--- config.mk ---
export PLATFORM = sky130hd
export DESIGN_NAME = dmem_arbiter_flat
export DESIGN_NICKNAME = d
export VERILOG_FILES = /design/src/rtl/dmem_arb_pkg.sv /design/src/rtl/dmem_arbiter_if.sv /design/src/rtl/dmem_arb_pick.sv /design/src/rtl/dmem_arbiter.sv /design/src/flat_wrapper.sv
export SDC_FILE = /design/constraint.sdc
export NUM_CORES = 1
export LEC_CHECK = 0
export ABC_AREA = 1
export CAP_MARGIN = 20
export CORE_AREA = 2 2 206 208
export DETAILED_ROUTE_END_ITERATION = 7
export DIE_AREA = 0 0 208 210
export MAX_ROUTING_LAYER = met4
export PLACE_DENSITY = 0.41
export SYNTH_ARGS = -nofsm -noshare
export SYNTH_HDL_FRONTEND = slang
export SYNTH_SLANG_ARGS = --single-unit
--- constraint.sdc ---
create_clock -name CLK -period 2.4 [get_ports CLK]
set_clock_uncertainty 0.15 [all_clocks]
set_input_delay 0.24 -clock CLK [delete_from_list [all_inputs] [get_ports CLK]]
set_output_delay 0.24 -clock CLK [all_outputs]
set_load 0.05 [all_outputs]
--- src/rtl/dmem_arb_pkg.sv ---
// Shared types and constants for the DataMemory port arbiter.
package dmem_arb_pkg;

  typedef enum logic [1:0] {
    OWN_IDLE = 2'd0,
    OWN_CORE = 2'd1,
    OWN_LDR  = 2'd2
  } owner_t;

  localparam int REQ_CORE = 0;
  localparam int REQ_LDR  = 1;

endpackage

--- src/rtl/dmem_arbiter_if.sv ---
// Bus bundle for the DataMemory arbiter: core and loader request ports,
// grant/stall returns and the shared DataMemory port.
// Optional statistics outputs are present when DMEM_ARB_STATS_EN is defined.
interface dmem_arbiter_if #(
  parameter int AW = 64,
  parameter int DW = 64
);
  logic          c_req;
  logic          c_wr;
  logic          c_lock;
  logic [AW-1:0] c_addr;
  logic [DW-1:0] c_wdata;
  logic          c_gnt;
  logic          c_stall;

  logic          l_req;
  logic          l_wr;
  logic          l_lock;
  logic [AW-1:0] l_addr;
  logic [DW-1:0] l_wdata;
  logic          l_gnt;

  logic [DW-1:0] rdata;

  logic [AW-1:0] mem_addr;
  logic [DW-1:0] mem_wdata;
  logic          mem_read;
  logic          mem_write;
  logic [DW-1:0] mem_rdata;

`ifdef DMEM_ARB_STATS_EN
  logic [31:0]   c_wait_cnt;
  logic [31:0]   l_gnt_cnt;
`endif

  // Arbiter side
  modport slave (
    input  c_req, c_wr, c_lock, c_addr, c_wdata,
    input  l_req, l_wr, l_lock, l_addr, l_wdata,
    input  mem_rdata,
    output c_gnt, c_stall, l_gnt, rdata,
    output mem_addr, mem_wdata, mem_read, mem_write
`ifdef DMEM_ARB_STATS_EN
    , output c_wait_cnt, l_gnt_cnt
`endif
  );

  // Requester / memory side
  modport master (
    output c_req, c_wr, c_lock, c_addr, c_wdata,
    output l_req, l_wr, l_lock, l_addr, l_wdata,
    output mem_rdata,
    input  c_gnt, c_stall, l_gnt, rdata,
    input  mem_addr, mem_wdata, mem_read, mem_write
`ifdef DMEM_ARB_STATS_EN
    , input c_wait_cnt, l_gnt_cnt
`endif
  );

endinterface

--- src/rtl/dmem_arb_pick.sv ---
// Pure combinational 2-way round-robin pick. force_mask removes a requester
// from consideration (used for burst holding and forced release).
module dmem_arb_pick (
  input  logic [1:0] req,
  input  logic       rr_ptr,
  input  logic [1:0] force_mask,
  output logic [1:0] gnt,
  output logic       winner
);

  logic [1:0] eff;

  // Single eligible requester wins; a tie is broken by rr_ptr.
  always_comb begin
    eff    = req & ~force_mask;
    gnt    = 2'b00;
    winner = 1'b0;
    case (eff)
      2'b01: begin
        gnt    = 2'b01;
        winner = 1'b0;
      end
      2'b10: begin
        gnt    = 2'b10;
        winner = 1'b1;
      end
      2'b11: begin
        winner = rr_ptr;
        gnt    = rr_ptr ? 2'b10 : 2'b01;
      end
      default: begin
        gnt    = 2'b00;
        winner = 1'b0;
      end
    endcase
  end

endmodule

--- src/rtl/dmem_arbiter.sv ---
// Shares the single DataMemory port between the core (req 0) and the
// loader/debug master (req 1). Same-cycle grants, round-robin on ties,
// lockable bursts capped at MAX_BURST while the other side is waiting.
// Optional macro DMEM_ARB_STATS_EN adds c_wait_cnt / l_gnt_cnt counters.
//
//   state    | meaning
//   ---------+----------------------------------------------------------
//   OWN_IDLE | nobody holds the port; plain round-robin arbitration
//   OWN_CORE | core locked the port last cycle; kept while it requests
//   OWN_LDR  | loader locked the port last cycle; kept while it requests
module dmem_arbiter
  import dmem_arb_pkg::*;
#(
  parameter int AW        = 64,
  parameter int DW        = 64,
  parameter int MAX_BURST = 8
) (
  input  logic           CLK,
  input  logic           reset,
  dmem_arbiter_if.slave  bus
);

  localparam int            CW  = $clog2(MAX_BURST + 1);
  localparam logic [CW-1:0] CAP = CW'(MAX_BURST);

  owner_t        owner, owner_nxt;
  logic          rr_ptr, rr_nxt;
  logic [CW-1:0] burst_cnt, cnt_nxt;

  logic [1:0]    req;
  logic [1:0]    lock;
  logic [1:0]    force_mask;
  logic [1:0]    gnt;
  logic          winner;
  logic          capped;
  logic          win_lock;
  owner_t        win_own;

  assign req  = {bus.l_req,  bus.c_req};
  assign lock = {bus.l_lock, bus.c_lock};

  // Holding owner masks the other side; a capped owner with a waiting
  // competitor is masked itself so the port is handed over this cycle.
  always_comb begin
    capped     = (burst_cnt == CAP);
    force_mask = 2'b00;
    case (owner)
      OWN_CORE: begin
        if (req[REQ_CORE]) begin
          if (!capped || !req[REQ_LDR]) force_mask[REQ_LDR]  = 1'b1;
          else                          force_mask[REQ_CORE] = 1'b1;
        end
      end
      OWN_LDR: begin
        if (req[REQ_LDR]) begin
          if (!capped || !req[REQ_CORE]) force_mask[REQ_CORE] = 1'b1;
          else                           force_mask[REQ_LDR]  = 1'b1;
        end
      end
      default: force_mask = 2'b00;
    endcase
  end

  dmem_arb_pick u_pick (
    .req        (req),
    .rr_ptr     (rr_ptr),
    .force_mask (force_mask),
    .gnt        (gnt),
    .winner     (winner)
  );

  // Next owner, burst counter and round-robin pointer.
  always_comb begin
    owner_nxt = OWN_IDLE;
    cnt_nxt   = '0;
    rr_nxt    = rr_ptr;
    win_lock  = winner ? lock[REQ_LDR] : lock[REQ_CORE];
    win_own   = winner ? OWN_LDR : OWN_CORE;
    if (|gnt) begin
      rr_nxt = ~winner;
      if (win_lock) begin
        owner_nxt = win_own;
        if (owner == win_own) cnt_nxt = capped ? CAP : burst_cnt + CW'(1);
        else                  cnt_nxt = CW'(1);
      end
    end
  end

  // State register; reset drops ownership immediately.
  always_ff @(posedge CLK or posedge reset) begin
    if (reset) begin
      owner     <= OWN_IDLE;
      rr_ptr    <= 1'b0;
      burst_cnt <= '0;
    end else begin
      owner     <= owner_nxt;
      rr_ptr    <= rr_nxt;
      burst_cnt <= cnt_nxt;
    end
  end

  // Grant outputs and DataMemory port mux.
  always_comb begin
    bus.c_gnt     = gnt[REQ_CORE];
    bus.l_gnt     = gnt[REQ_LDR];
    bus.c_stall   = bus.c_req & ~gnt[REQ_CORE];
    bus.rdata     = bus.mem_rdata;
    bus.mem_addr  = '0;
    bus.mem_wdata = '0;
    bus.mem_read  = 1'b0;
    bus.mem_write = 1'b0;
    if (gnt[REQ_CORE]) begin
      bus.mem_addr  = bus.c_addr;
      bus.mem_wdata = bus.c_wdata;
      bus.mem_read  = ~bus.c_wr;
      bus.mem_write = bus.c_wr;
    end else if (gnt[REQ_LDR]) begin
      bus.mem_addr  = bus.l_addr;
      bus.mem_wdata = bus.l_wdata;
      bus.mem_read  = ~bus.l_wr;
      bus.mem_write = bus.l_wr;
    end
  end

`ifdef DMEM_ARB_STATS_EN
  logic [31:0] c_wait_q;
  logic [31:0] l_gnt_q;

  // Wrapping statistics: core stall cycles and loader grants.
  always_ff @(posedge CLK or posedge reset) begin
    if (reset) begin
      c_wait_q <= '0;
      l_gnt_q  <= '0;
    end else begin
      if (bus.c_req && !gnt[REQ_CORE]) c_wait_q <= c_wait_q + 32'd1;
      if (gnt[REQ_LDR])                l_gnt_q  <= l_gnt_q + 32'd1;
    end
  end

  assign bus.c_wait_cnt = c_wait_q;
  assign bus.l_gnt_cnt  = l_gnt_q;
`endif

endmodule
--- src/flat_wrapper.sv ---
// flat-port wrapper written by rule: the top's interface ports become plain ports
module dmem_arbiter_flat import dmem_arb_pkg::*;
#(
  parameter int AW        = 64,
  parameter int DW        = 64,
  parameter int MAX_BURST = 8
)
  (CLK, reset, bus_c_req, bus_c_wr, bus_c_lock, bus_c_addr, bus_c_wdata, bus_l_req, bus_l_wr, bus_l_lock, bus_l_addr, bus_l_wdata, bus_mem_rdata, bus_c_gnt, bus_c_stall, bus_l_gnt, bus_rdata, bus_mem_addr, bus_mem_wdata, bus_mem_read, bus_mem_write);
  dmem_arbiter_if #(.AW(AW), .DW(DW)) bus_i ();
  input  logic CLK;
  input  logic reset;
  input wire logic [$bits(bus_i.c_req)-1:0] bus_c_req;
  input wire logic [$bits(bus_i.c_wr)-1:0] bus_c_wr;
  input wire logic [$bits(bus_i.c_lock)-1:0] bus_c_lock;
  input wire logic [$bits(bus_i.c_addr)-1:0] bus_c_addr;
  input wire logic [$bits(bus_i.c_wdata)-1:0] bus_c_wdata;
  input wire logic [$bits(bus_i.l_req)-1:0] bus_l_req;
  input wire logic [$bits(bus_i.l_wr)-1:0] bus_l_wr;
  input wire logic [$bits(bus_i.l_lock)-1:0] bus_l_lock;
  input wire logic [$bits(bus_i.l_addr)-1:0] bus_l_addr;
  input wire logic [$bits(bus_i.l_wdata)-1:0] bus_l_wdata;
  input wire logic [$bits(bus_i.mem_rdata)-1:0] bus_mem_rdata;
  output wire logic [$bits(bus_i.c_gnt)-1:0] bus_c_gnt;
  output wire logic [$bits(bus_i.c_stall)-1:0] bus_c_stall;
  output wire logic [$bits(bus_i.l_gnt)-1:0] bus_l_gnt;
  output wire logic [$bits(bus_i.rdata)-1:0] bus_rdata;
  output wire logic [$bits(bus_i.mem_addr)-1:0] bus_mem_addr;
  output wire logic [$bits(bus_i.mem_wdata)-1:0] bus_mem_wdata;
  output wire logic [$bits(bus_i.mem_read)-1:0] bus_mem_read;
  output wire logic [$bits(bus_i.mem_write)-1:0] bus_mem_write;
  assign bus_i.c_req = bus_c_req;
  assign bus_i.c_wr = bus_c_wr;
  assign bus_i.c_lock = bus_c_lock;
  assign bus_i.c_addr = bus_c_addr;
  assign bus_i.c_wdata = bus_c_wdata;
  assign bus_i.l_req = bus_l_req;
  assign bus_i.l_wr = bus_l_wr;
  assign bus_i.l_lock = bus_l_lock;
  assign bus_i.l_addr = bus_l_addr;
  assign bus_i.l_wdata = bus_l_wdata;
  assign bus_i.mem_rdata = bus_mem_rdata;
  assign bus_c_gnt = bus_i.c_gnt;
  assign bus_c_stall = bus_i.c_stall;
  assign bus_l_gnt = bus_i.l_gnt;
  assign bus_rdata = bus_i.rdata;
  assign bus_mem_addr = bus_i.mem_addr;
  assign bus_mem_wdata = bus_i.mem_wdata;
  assign bus_mem_read = bus_i.mem_read;
  assign bus_mem_write = bus_i.mem_write;
  dmem_arbiter #(.AW(AW), .DW(DW), .MAX_BURST(MAX_BURST)) u_core (.CLK(CLK), .reset(reset), .bus(bus_i));
endmodule
==> impl_metrics.json, run 1 <==
{
  "outcome": "complete, but fails checks",
  "violations": "setup timing",
  "drc": 0,
  "slew_violations": 0,
  "wirelength_mm": 26.0,
  "worstMarginPinSlew_ns": 0.422,
  "num_vias": 4981,
  "grt_max_degree": 37,
  "gp_congestion": 0.797,
  "cts_tree": "yes",
  "dieHeight_um": 210,
  "end_kind": "primary output",
  "wl_per_cell_um": 17.4,
  "grt_first_pass_wirelength_mm": 34.8,
  "placed_cells": 1440,
  "port_buffers": 396,
  "avgSynthCellArea_sq_um": 4.83,
  "p_leak_nw": 4.70,
  "drive_gt1_frac": 0.539,
  "clock_sinks": 7,
  "die_x_um": 208,
  "antenna_found_initial": 1,
  "yosysSeqAreaShare": 0.0656,
  "path_buf_inv": 7,
  "crit_type": "flip-flop to primary output",
  "multi_input_area_sq_mm": 0.00295,
  "finalCriticalPeriod_ns": 2.64,
  "post_synth_instance_area_sq_mm": 0.00267,
  "cts_root_buf": "clkbuf_16",
  "cp_top_family": "buffers and inverters",
  "syn-num-nets": 885,
  "cts.clk_slew.worst_paths_ns": 0.04,
  "cts-htree-levels": 1,
  "place_area_sq_mm": 0.00839,
  "place_ws_ns": -0.110,
  "setup_viol": 133,
  "layout_setup_ws_ns": -0.244,
  "rows": 75,
  "n_fill_cell": 4456,
  "setup-tns-final_ns": -21.98,
  "cpMaxStageDelayCell": "dfrtp_2",
  "yosys_register_bits": 7,
  "cts_made_buffers": 3,
  "via_per_inst": 3.34,
  "clock_latency_ns": 0.23,
  "finalHoldViolCount": 0,
  "min_period_over_period": 1.10,
  "drt_first_pass_iters": 4,
  "yosys.area.top_type": "nand2_1",
  "track_usage": 0.110,
  "r2r_cells": 17,
  "area_growth_syn_to_layout_pct": 298,
  "fin_cells": 1491,
  "utilization": 0.256,
  "ir_drop_mv": 0.230,
  "cap_viol_max_count": 0,
  "dieArea_sq_mm": 0.0437,
  "grt_setup_unrepaired": "yes",
  "power_density_mw_per_mm2": 422,
  "regArea_sq_um": 176,
  "start_util": 0.0644,
  "yosys_warnings": 0,
  "coreArea_sq_mm": 0.0415,
  "cp_cell_sequence": "ha_4 -> nor2_4 -> nand3_2 -> nand2_2 -> inv_4 -> buf_12 -> nand2_8 -> clkinv_16 -> buf_12 -> buf_16 -> buf_4 -> nand2_2 -> nand2_2 -> buf_12",
  "synth_cells": 553,
  "path_max_fanout": 8,
  "max_freq_mhz": 378,
  "synth.distinct_cells": 18,
  "post-dp-hpwl_mm": 20.0,
  "worstPathArrival_ns": 2.25,
  "cts_buffer_depth": 2,
  "crit_required_ns": 2.01,
  "num-nets-final": 1284,
  "drtIter0Drc": 175,
  "critPathMaxStageDelay_ns": 0.45,
  "drt.antenna.violating_nets": 0,
  "design_area_sq_mm": 0.0106,
  "grt_pass1_vias": 5357,
  "synthTopCellsByArea": "nand2_1, buf_4, dfrtp_1, buf_6, nand3_1",
  "hold_path_class": "input pin to async pin",
  "io_pins": 525,
  "overflow": 0,
  "cp.depth": 14,
  "hold_buffers": 0,
  "max_slew_margin": 0.718,
  "critPathLaunchType": "flip-flop",
  "yosys.area.top_type_share": 0.567
}
[routing by layer]
layer  up-vias  wire length (um)  track usage
li1       2382                 -            -
met1      2237              9630        0.118
met2       350             13600        0.202
met3        12              2420       0.0371
met4         0               299       0.0108
met5         -                 0            -
[layout make-up]
class / count / area share
antenna: 1 / 0.000236
clock buffer: 4 / 0.00742
inverter: 17 / 0.0101
multi-input combinational: 437 / 0.278
sequential: 7 / 0.0166
tap: 539 / 0.0635
timing repair buffer: 485 / 0.623
timing repair inverter: 1 / 0.00153
[flip-flops by register name (all words and copies together) (netlist names)]
| signal | cells |
|---|---|
| u_core.burst_cnt | 4 |
| u_core.rr_ptr | 1 |
| u_core.owner | 2 |
[final timing paths]
kind | end | from | slack [ns]
worst max register to register | u_core.burst_cnt[0]$_DFF_PP0_ | u_core.burst_cnt[1]$_DFF_PP0_ | 0.13
worst min register to register | u_core.rr_ptr$_DFFE_PP0P_ | u_core.rr_ptr$_DFFE_PP0P_ | 0.44
min in group CLK | bus_rdata[0] | bus_mem_rdata[0] | 0.33
max in group asynchronous | u_core.owner[1]$_DFF_PP0_ | reset | 1.76
worst max-delay path | bus_mem_wdata[25] | u_core.owner[1]$_DFF_PP0_ | -0.24
worst min-delay path | u_core.burst_cnt[2]$_DFF_PP0_ | reset | 0.11
[worst register-to-register path, stage by stage (launching register included)]
cell and delay, ns:
dfrtp_1 0.37, inv_2 0.07, ha_4 0.16, nand2_4 0.06, nor2_4 0.15, nand2_2 0.07
nand3_2 0.07, nand2_2 0.08, inv_4 0.08, buf_12 0.11, nand2_8 0.07, buf_4 0.14
buf_6 0.12, buf_4 0.13, nand2_1 0.13, nand2_2 0.05, nor2_1 0.09, nor2_1 0.05
[cells in the mapped netlist]
library cell	number
clkinv_2	1
nand2_2	3
buf_4	74
dfrtp_1	7
inv_1	12
xnor2_1	1
nand3_2	1
nor2_1	10
ha_1	4
clkinv_1	1
inv_2	3
o22ai_1	1
nor2_2	1
buf_2	7
o21ai_0	2
nand3_1	11
nand2_1	403
buf_6	11
[kinds of logic after synthesis]
group / after synthesis / synth area share
simple gates: 429 / 0.614
buf+inv: 109 / 0.292
flops: 7 / 0.0656
fa+ha+maj: 4 / 0.0187
compound gates: 3 / 0.00609
xor+xnor: 1 / 0.00328
[report_power, final]
| group | switching [mW] | internal [mW] |
|---|---|---|
| logic | 2.03 | 2.03 |
| clock network | 0.0624 | 0.221 |
| registers | 0.0100 | 0.129 |
| total | 2.10 | 2.38 |
[placed cells by master, fill, tap and decap left out, drive strengths merged]
cell / instances
nand2: 406
clkdlybuf4s50: 263
buf: 215
inv: 16
nand3: 12
clkbuf: 11
nor2: 11
dfrtp: 7
ha: 4
o21ai: 2
clkinv: 2
diode: 1
o22ai: 1
xnor2: 1
[repair_timing]
| action | in CTS | in global routing |
|---|---|---|
| gates resized for setup | 209 | 228 |
| hold endpoints to repair | 0 | 0 |
| pin swaps | 24 | 62 |
| cloned | 8 | 8 |
| setup buffers | 24 | 12 |
| endpoints found under the setup margin | 132 | 137 |
[through the flow]
step | power (mW) | hold WS, ns
floorplan | 1.82 | -0.107
global placement | 3.47 | 0.330
detailed placement | 3.47 | 0.330
CTS | 4.16 | 0.117
global route | 4.68 | 0.135
finish | 4.48 | 0.108
Power figures use the tool's default switching activity.
==> run 2: changes to the inputs <==
--- a/config.mk
+++ b/config.mk
@@ -7,11 +7,13 @@
 export LEC_CHECK = 0
 export ABC_AREA = 1
 export CAP_MARGIN = 20
-export CORE_AREA = 2 2 206 208
+export CELL_PAD_IN_SITES_DETAIL_PLACEMENT = 0
+export CELL_PAD_IN_SITES_GLOBAL_PLACEMENT = 1
+export CORE_AREA = 2 2 204 206
 export DETAILED_ROUTE_END_ITERATION = 7
-export DIE_AREA = 0 0 208 210
+export DIE_AREA = 0 0 206 208
 export MAX_ROUTING_LAYER = met4
-export PLACE_DENSITY = 0.41
+export PLACE_DENSITY = 0.65
 export SYNTH_ARGS = -nofsm -noshare
 export SYNTH_HDL_FRONTEND = slang
 export SYNTH_SLANG_ARGS = --single-unit
==> impl_metrics.json, run 2 (synthesis results as in run 1) <==
{
  "outcome": "complete, but fails checks",
  "violations": "setup timing",
  "drc": 0,
  "worstMarginPinSlew_ns": 0.270,
  "critPathLaunchType": "flip-flop",
  "crit_required_ns": 2.01,
  "ir_drop_mv": 0.200,
  "cts-htree-levels": 1,
  "power_density_mw_per_mm2": 428,
  "clock_latency_ns": 0.23,
  "drt_first_pass_iters": 4,
  "min_period_over_period": 1.08,
  "grt_max_degree": 17,
  "track_usage": 0.0833,
  "p_leak_nw": 4.27,
  "setup_viol": 131,
  "dieArea_sq_mm": 0.0428,
  "area_growth_syn_to_layout_pct": 258,
  "wirelength_mm": 19.6,
  "crit_type": "flip-flop to primary output",
  "port_buffers": 396,
  "dieHeight_um": 208,
  "hold_buffers": 0,
  "design_area_sq_mm": 0.00956,
  "max_slew_margin": 0.820,
  "path_max_fanout": 7,
  "worstPathArrival_ns": 2.21,
  "hold_path_class": "input pin to async pin",
  "design_power_total_mw": 4.09,
  "wl_per_cell_um": 13.4,
  "antennaDiodeCount": 0,
  "clock_sinks": 7,
  "top_register": "u_core.burst_cnt",
  "post-dp-hpwl_mm": 14.9,
  "layout_setup_ws_ns": -0.196,
  "via_per_inst": 3.21,
  "drive_gt1_frac": 0.405,
  "cts_buffer_depth": 2,
  "finalHoldViolCount": 0,
  "cts_tree": "yes",
  "die_x_um": 206,
  "utilization": 0.236,
  "rows": 74,
  "place_ws_ns": -0.0741,
  "mostFrequentLayoutCell": "clkdlybuf4s50_1",
  "n_fill_cell": 4406,
  "regArea_sq_um": 175,
  "multi_input_area_sq_mm": 0.00231,
  "place_area_sq_mm": 0.00830,
  "drt.antenna.violating_nets": 0,
  "overflow": 0,
  "cap_viol_max_count": 0,
  "grt_pass1_vias": 4829,
  "num-nets-final": 1258,
  "cts_made_buffers": 3,
  "antenna_found_initial": 0,
  "reg_top3": "u_core.burst_cnt: 4 flops, u_core.owner: 2 flops, u_core.rr_ptr: 1 flops",
  "slew_violations": 0,
  "gp_congestion": 0.777,
  "cts.clk_slew.worst_paths_ns": 0.04,
  "io_pins": 525,
  "grt_first_pass_wirelength_mm": 26.6,
  "largest_register_ffs": 4,
  "mostFrequentLayoutCells": "clkdlybuf4s50_1, nand2_1, buf_12, nand2_2, nand2_4",
  "grt_setup_unrepaired": "yes",
  "drtIter0Drc": 135,
  "num_vias": 4683,
  "start_util": 0.0658,
  "fin_cells": 1457,
  "finalCriticalPeriod_ns": 2.60,
  "placed_cells": 1427,
  "end_kind": "primary output",
  "cts_root_buf": "clkbuf_16",
  "max_freq_mhz": 385,
  "coreArea_sq_mm": 0.0406
}
[run 2: timing repair]
action,in CTS,in global routing
pin swaps,9,3
gates cloned,11,2
endpoints found under the setup margin,132,132
setup buffers,13,0
resized for setup,203,27
[run 2: final cells by class]
cell class              instances  share of cell area
clock buffers                   3             0.00785
clock inverters                 1            0.000523
inverters                      17             0.00824
multi-input cells             437               0.242
flip-flops and latches          7              0.0183
well taps                     532              0.0696
repair buffers                460               0.654
[run 2: metrics by stage]
| step | hold WS [ns] | TNS (ns) |
|---|---|---|
| after floorplan | -0.107 | 0 |
| after global placement | 0.330 | -7.38 |
| after detailed placement | 0.330 | -0.612 |
| after CTS | 0.103 | -18.89 |
| after global routing | 0.114 | -36.54 |
| final | 0.0958 | -19.02 |
[run 2: final timing paths]
| path | from | end | slack (ns) | cells past startpoint |
|---|---|---|---|---|
| setup / recovery | u_core.owner[0]$_DFF_PP0_ | bus_mem_wdata[5] | -0.20 | 15 |
| hold / removal | reset | u_core.rr_ptr$_DFFE_PP0P_ | 0.1 | 2 |
| setup reg to reg | u_core.owner[0]$_DFF_PP0_ | u_core.burst_cnt[0]$_DFF_PP0_ | 0.44 | 12 |
| hold reg to reg | u_core.rr_ptr$_DFFE_PP0P_ | u_core.rr_ptr$_DFFE_PP0P_ | 0.45 | 2 |
| max in group asynchronous | reset | u_core.burst_cnt[1]$_DFF_PP0_ | 1.79 | 2 |
| min in group CLK | bus_mem_rdata[14] | bus_rdata[14] | 0.33 | 0 |
[run 2: metal layers]
layer / track usage / wire [um] / vias to the layer above
li1: - / - / 2327
met1: 0.0817 / 6830 / 1989
met2: 0.156 / 9970 / 349
met3: 0.0313 / 2540 / 18
met4: 0.0140 / 253 / 0
met5: - / 0 / -
[run 2: report_power, final]
| group | internal [mW] | switching [mW] |
|---|---|---|
| clock network | 0.219 | 0.0653 |
| registers | 0.128 | 0.00823 |
| logic | 1.85 | 1.83 |
[run 2: worst max-delay path, stage by stage, from the launching register on]
cell      delay (ns)
dfrtp_1         0.37
inv_2           0.08
ha_4            0.20
nor2_1          0.15
nand3_2         0.09
nand2_2         0.07
clkinv_2        0.09
nand2_4         0.08
nand2_4         0.06
inv_6           0.07
buf_12          0.14
buf_12          0.13
buf_12          0.13
nand2_1         0.07
nand2_2         0.08
buf_12          0.13
==> run 3: changes to the inputs <==
--- a/config.mk
+++ b/config.mk
@@ -9,11 +9,11 @@
 export CAP_MARGIN = 20
 export CELL_PAD_IN_SITES_DETAIL_PLACEMENT = 0
 export CELL_PAD_IN_SITES_GLOBAL_PLACEMENT = 1
-export CORE_AREA = 2 2 204 206
+export CORE_AREA = 8 8 199 201
 export DETAILED_ROUTE_END_ITERATION = 7
-export DIE_AREA = 0 0 206 208
+export DIE_AREA = 0 0 207 209
 export MAX_ROUTING_LAYER = met4
-export PLACE_DENSITY = 0.65
+export PLACE_DENSITY = 0.71
 export SYNTH_ARGS = -nofsm -noshare
 export SYNTH_HDL_FRONTEND = slang
 export SYNTH_SLANG_ARGS = --single-unit
==> impl_metrics.json, run 3 (synthesis results as in run 1) <==
{
  "outcome": "complete, but fails checks",
  "violations": "setup timing",
  "dieHeight_um": 209,
  "cap_viol_max_count": 0,
  "start_util": 0.0736,
  "design_power_total_mw": 4.19,
  "cts_made_buffers": 3,
  "rows": 70,
  "overflow": 0,
  "top_register": "u_core.burst_cnt",
  "crit_type": "flip-flop to primary output",
  "reg_top3": "u_core.burst_cnt: 4 flops, u_core.owner: 2 flops, u_core.rr_ptr: 1 flops",
  "wl_per_cell_um": 16.2,
  "place_ws_ns": -0.0481,
  "hold_path_class": "input pin to async pin",
  "max_slew_margin": 0.814,
  "grt_pass1_vias": 5226,
  "crit_required_ns": 2.01,
  "wirelength_met1_mm": 9.16,
  "max_freq_mhz": 394,
  "hold_slack_ns": 0.0949,
  "worstMarginPinSlew_ns": 0.278,
  "setup_viol": 130,
  "via_per_inst": 3.40,
  "antennaDiodeCount": 0,
  "place_area_sq_mm": 0.00820,
  "critPathLaunchType": "flip-flop",
  "area_growth_syn_to_layout_pct": 265,
  "path_max_fanout": 5,
  "track_usage": 0.0980,
  "dieArea_sq_mm": 0.0433,
  "finalHoldViolCount": 0,
  "drive_gt1_frac": 0.457,
  "utilization": 0.269,
  "drtIter0Drc": 140,
  "cts_root_buf": "clkbuf_16",
  "num-nets-final": 1265,
  "p_leak_nw": 4.40,
  "ir_drop_mv": 0.262,
  "wl_met2_mm": 11.6,
  "finalCriticalPeriod_ns": 2.54,
  "mostFrequentLayoutCell": "clkdlybuf4s50_1",
  "num_vias": 4766,
  "end_kind": "primary output",
  "die_x_um": 207,
  "wirelength_mm": 22.7,
  "gp_congestion": 0.787,
  "post-dp-hpwl_mm": 17.4,
  "coreArea_sq_mm": 0.0363,
  "cts_buffer_depth": 2,
  "drt.antenna.violating_nets": 0,
  "route.met3.wl_mm": 1.77,
  "port_buffers": 396,
  "mostFrequentLayoutCells": "clkdlybuf4s50_1, nand2_1, buf_12, nand2_2, nand2_4",
  "worstPathArrival_ns": 2.15,
  "grt_setup_unrepaired": "yes",
  "cts_tree": "yes",
  "clock_sinks": 7,
  "antenna_found_initial": 1,
  "slew_violations": 0,
  "drt_first_pass_iters": 5,
  "io_pins": 525,
  "power_density_mw_per_mm2": 429,
  "largest_register_ffs": 4,
  "layout_setup_ws_ns": -0.137,
  "top_layer": "met4",
  "clock_latency_ns": 0.23,
  "cts.clk_slew.worst_paths_ns": 0.04,
  "grt_max_degree": 29,
  "grt_first_pass_wirelength_mm": 32.1,
  "cts-htree-levels": 1,
  "drc": 0,
  "design_area_sq_mm": 0.00976,
  "min_period_over_period": 1.06
}
run 3: changes by cell type in the layout (fill, tap and decap cells not counted), moves of 2 or more:
cell,delta
nand2_1,-43
nand2_4,+31
nand2_2,+12
buf_4,+10
buf_8,+5
buf_12,-3
buf_16,-3
clkinv_2,-3
buf_6,-2
nor2_1,-2
nor2_2,+2
run 3: through the flow:
step,TNS (ns),cells
final,-11.94,1400
after global routing,-28.69,1400
after detailed placement,-1.36,1364
after CTS,-19.58,1398
after global placement,-2.07,1364
after floorplan,0,553
run 3: final cells by class:
cell class                      instances  area (sq um)
Sequential cell                         7           175
Tap cell                              468           586
Timing Repair Buffer                  467          6240
Clock buffer                            4          78.8
Multi-Input combinational cell        437          2600
Fill cell                            3883         26500
Inverter                               17          81.3
run 3: worst paths after layout:
kind	start	endpoint	slack, ns	cells after the start
min reg2reg	u_core.rr_ptr$_DFFE_PP0P_	u_core.rr_ptr$_DFFE_PP0P_	0.45	2
max	u_core.burst_cnt[0]$_DFF_PP0_	bus_mem_wdata[30]	-0.14	16
min	reset	u_core.burst_cnt[2]$_DFF_PP0_	0.09	2
max reg2reg	u_core.burst_cnt[0]$_DFF_PP0_	u_core.burst_cnt[1]$_DFF_PP0_	0.21	16
min in group CLK	bus_mem_rdata[21]	bus_rdata[21]	0.33	0
max in group asynchronous	reset	u_core.rr_ptr$_DFFE_PP0P_	1.79	2
run 3: power by group:
| group | leakage, nW | total [mW] | switching [mW] | internal, mW |
|---|---|---|---|---|
| combinational | 4.27 | 3.76 | 1.90 | 1.87 |
| sequential | 0.0917 | 0.137 | 0.00854 | 0.128 |
| clock | 0.0382 | 0.284 | 0.0630 | 0.221 |
run 3: metal layers:
layer  global-route usage  up-vias
met5                    -        -
met1                0.111     2110
met4              0.00937        0
met2                0.173      297
met3               0.0316       17
li1                     -     2342
run 3: what timing repair did:
item                                    in CTS  in global routing
buffers inserted                            24                  2
hold buffers                                 0                  0
pin swaps                                   29                 22
gates resized for setup                    227                100
gates cloned                                 7                  2
endpoints found under the setup margin     132                137
run 3: critical path, stage by stage (launching register included):
cell and delay [ns]:
dfrtp_1 0.37, inv_1 0.06, ha_2 0.18, nand2_2 0.08, nor2_4 0.12, nand2_2 0.06, nand3_2 0.07, nand2_4 0.06
inv_4 0.08, nand2_4 0.07, inv_8 0.08, buf_12 0.12, buf_12 0.13, buf_8 0.14, nand2_2 0.05, nand2_2 0.07
buf_12 0.13
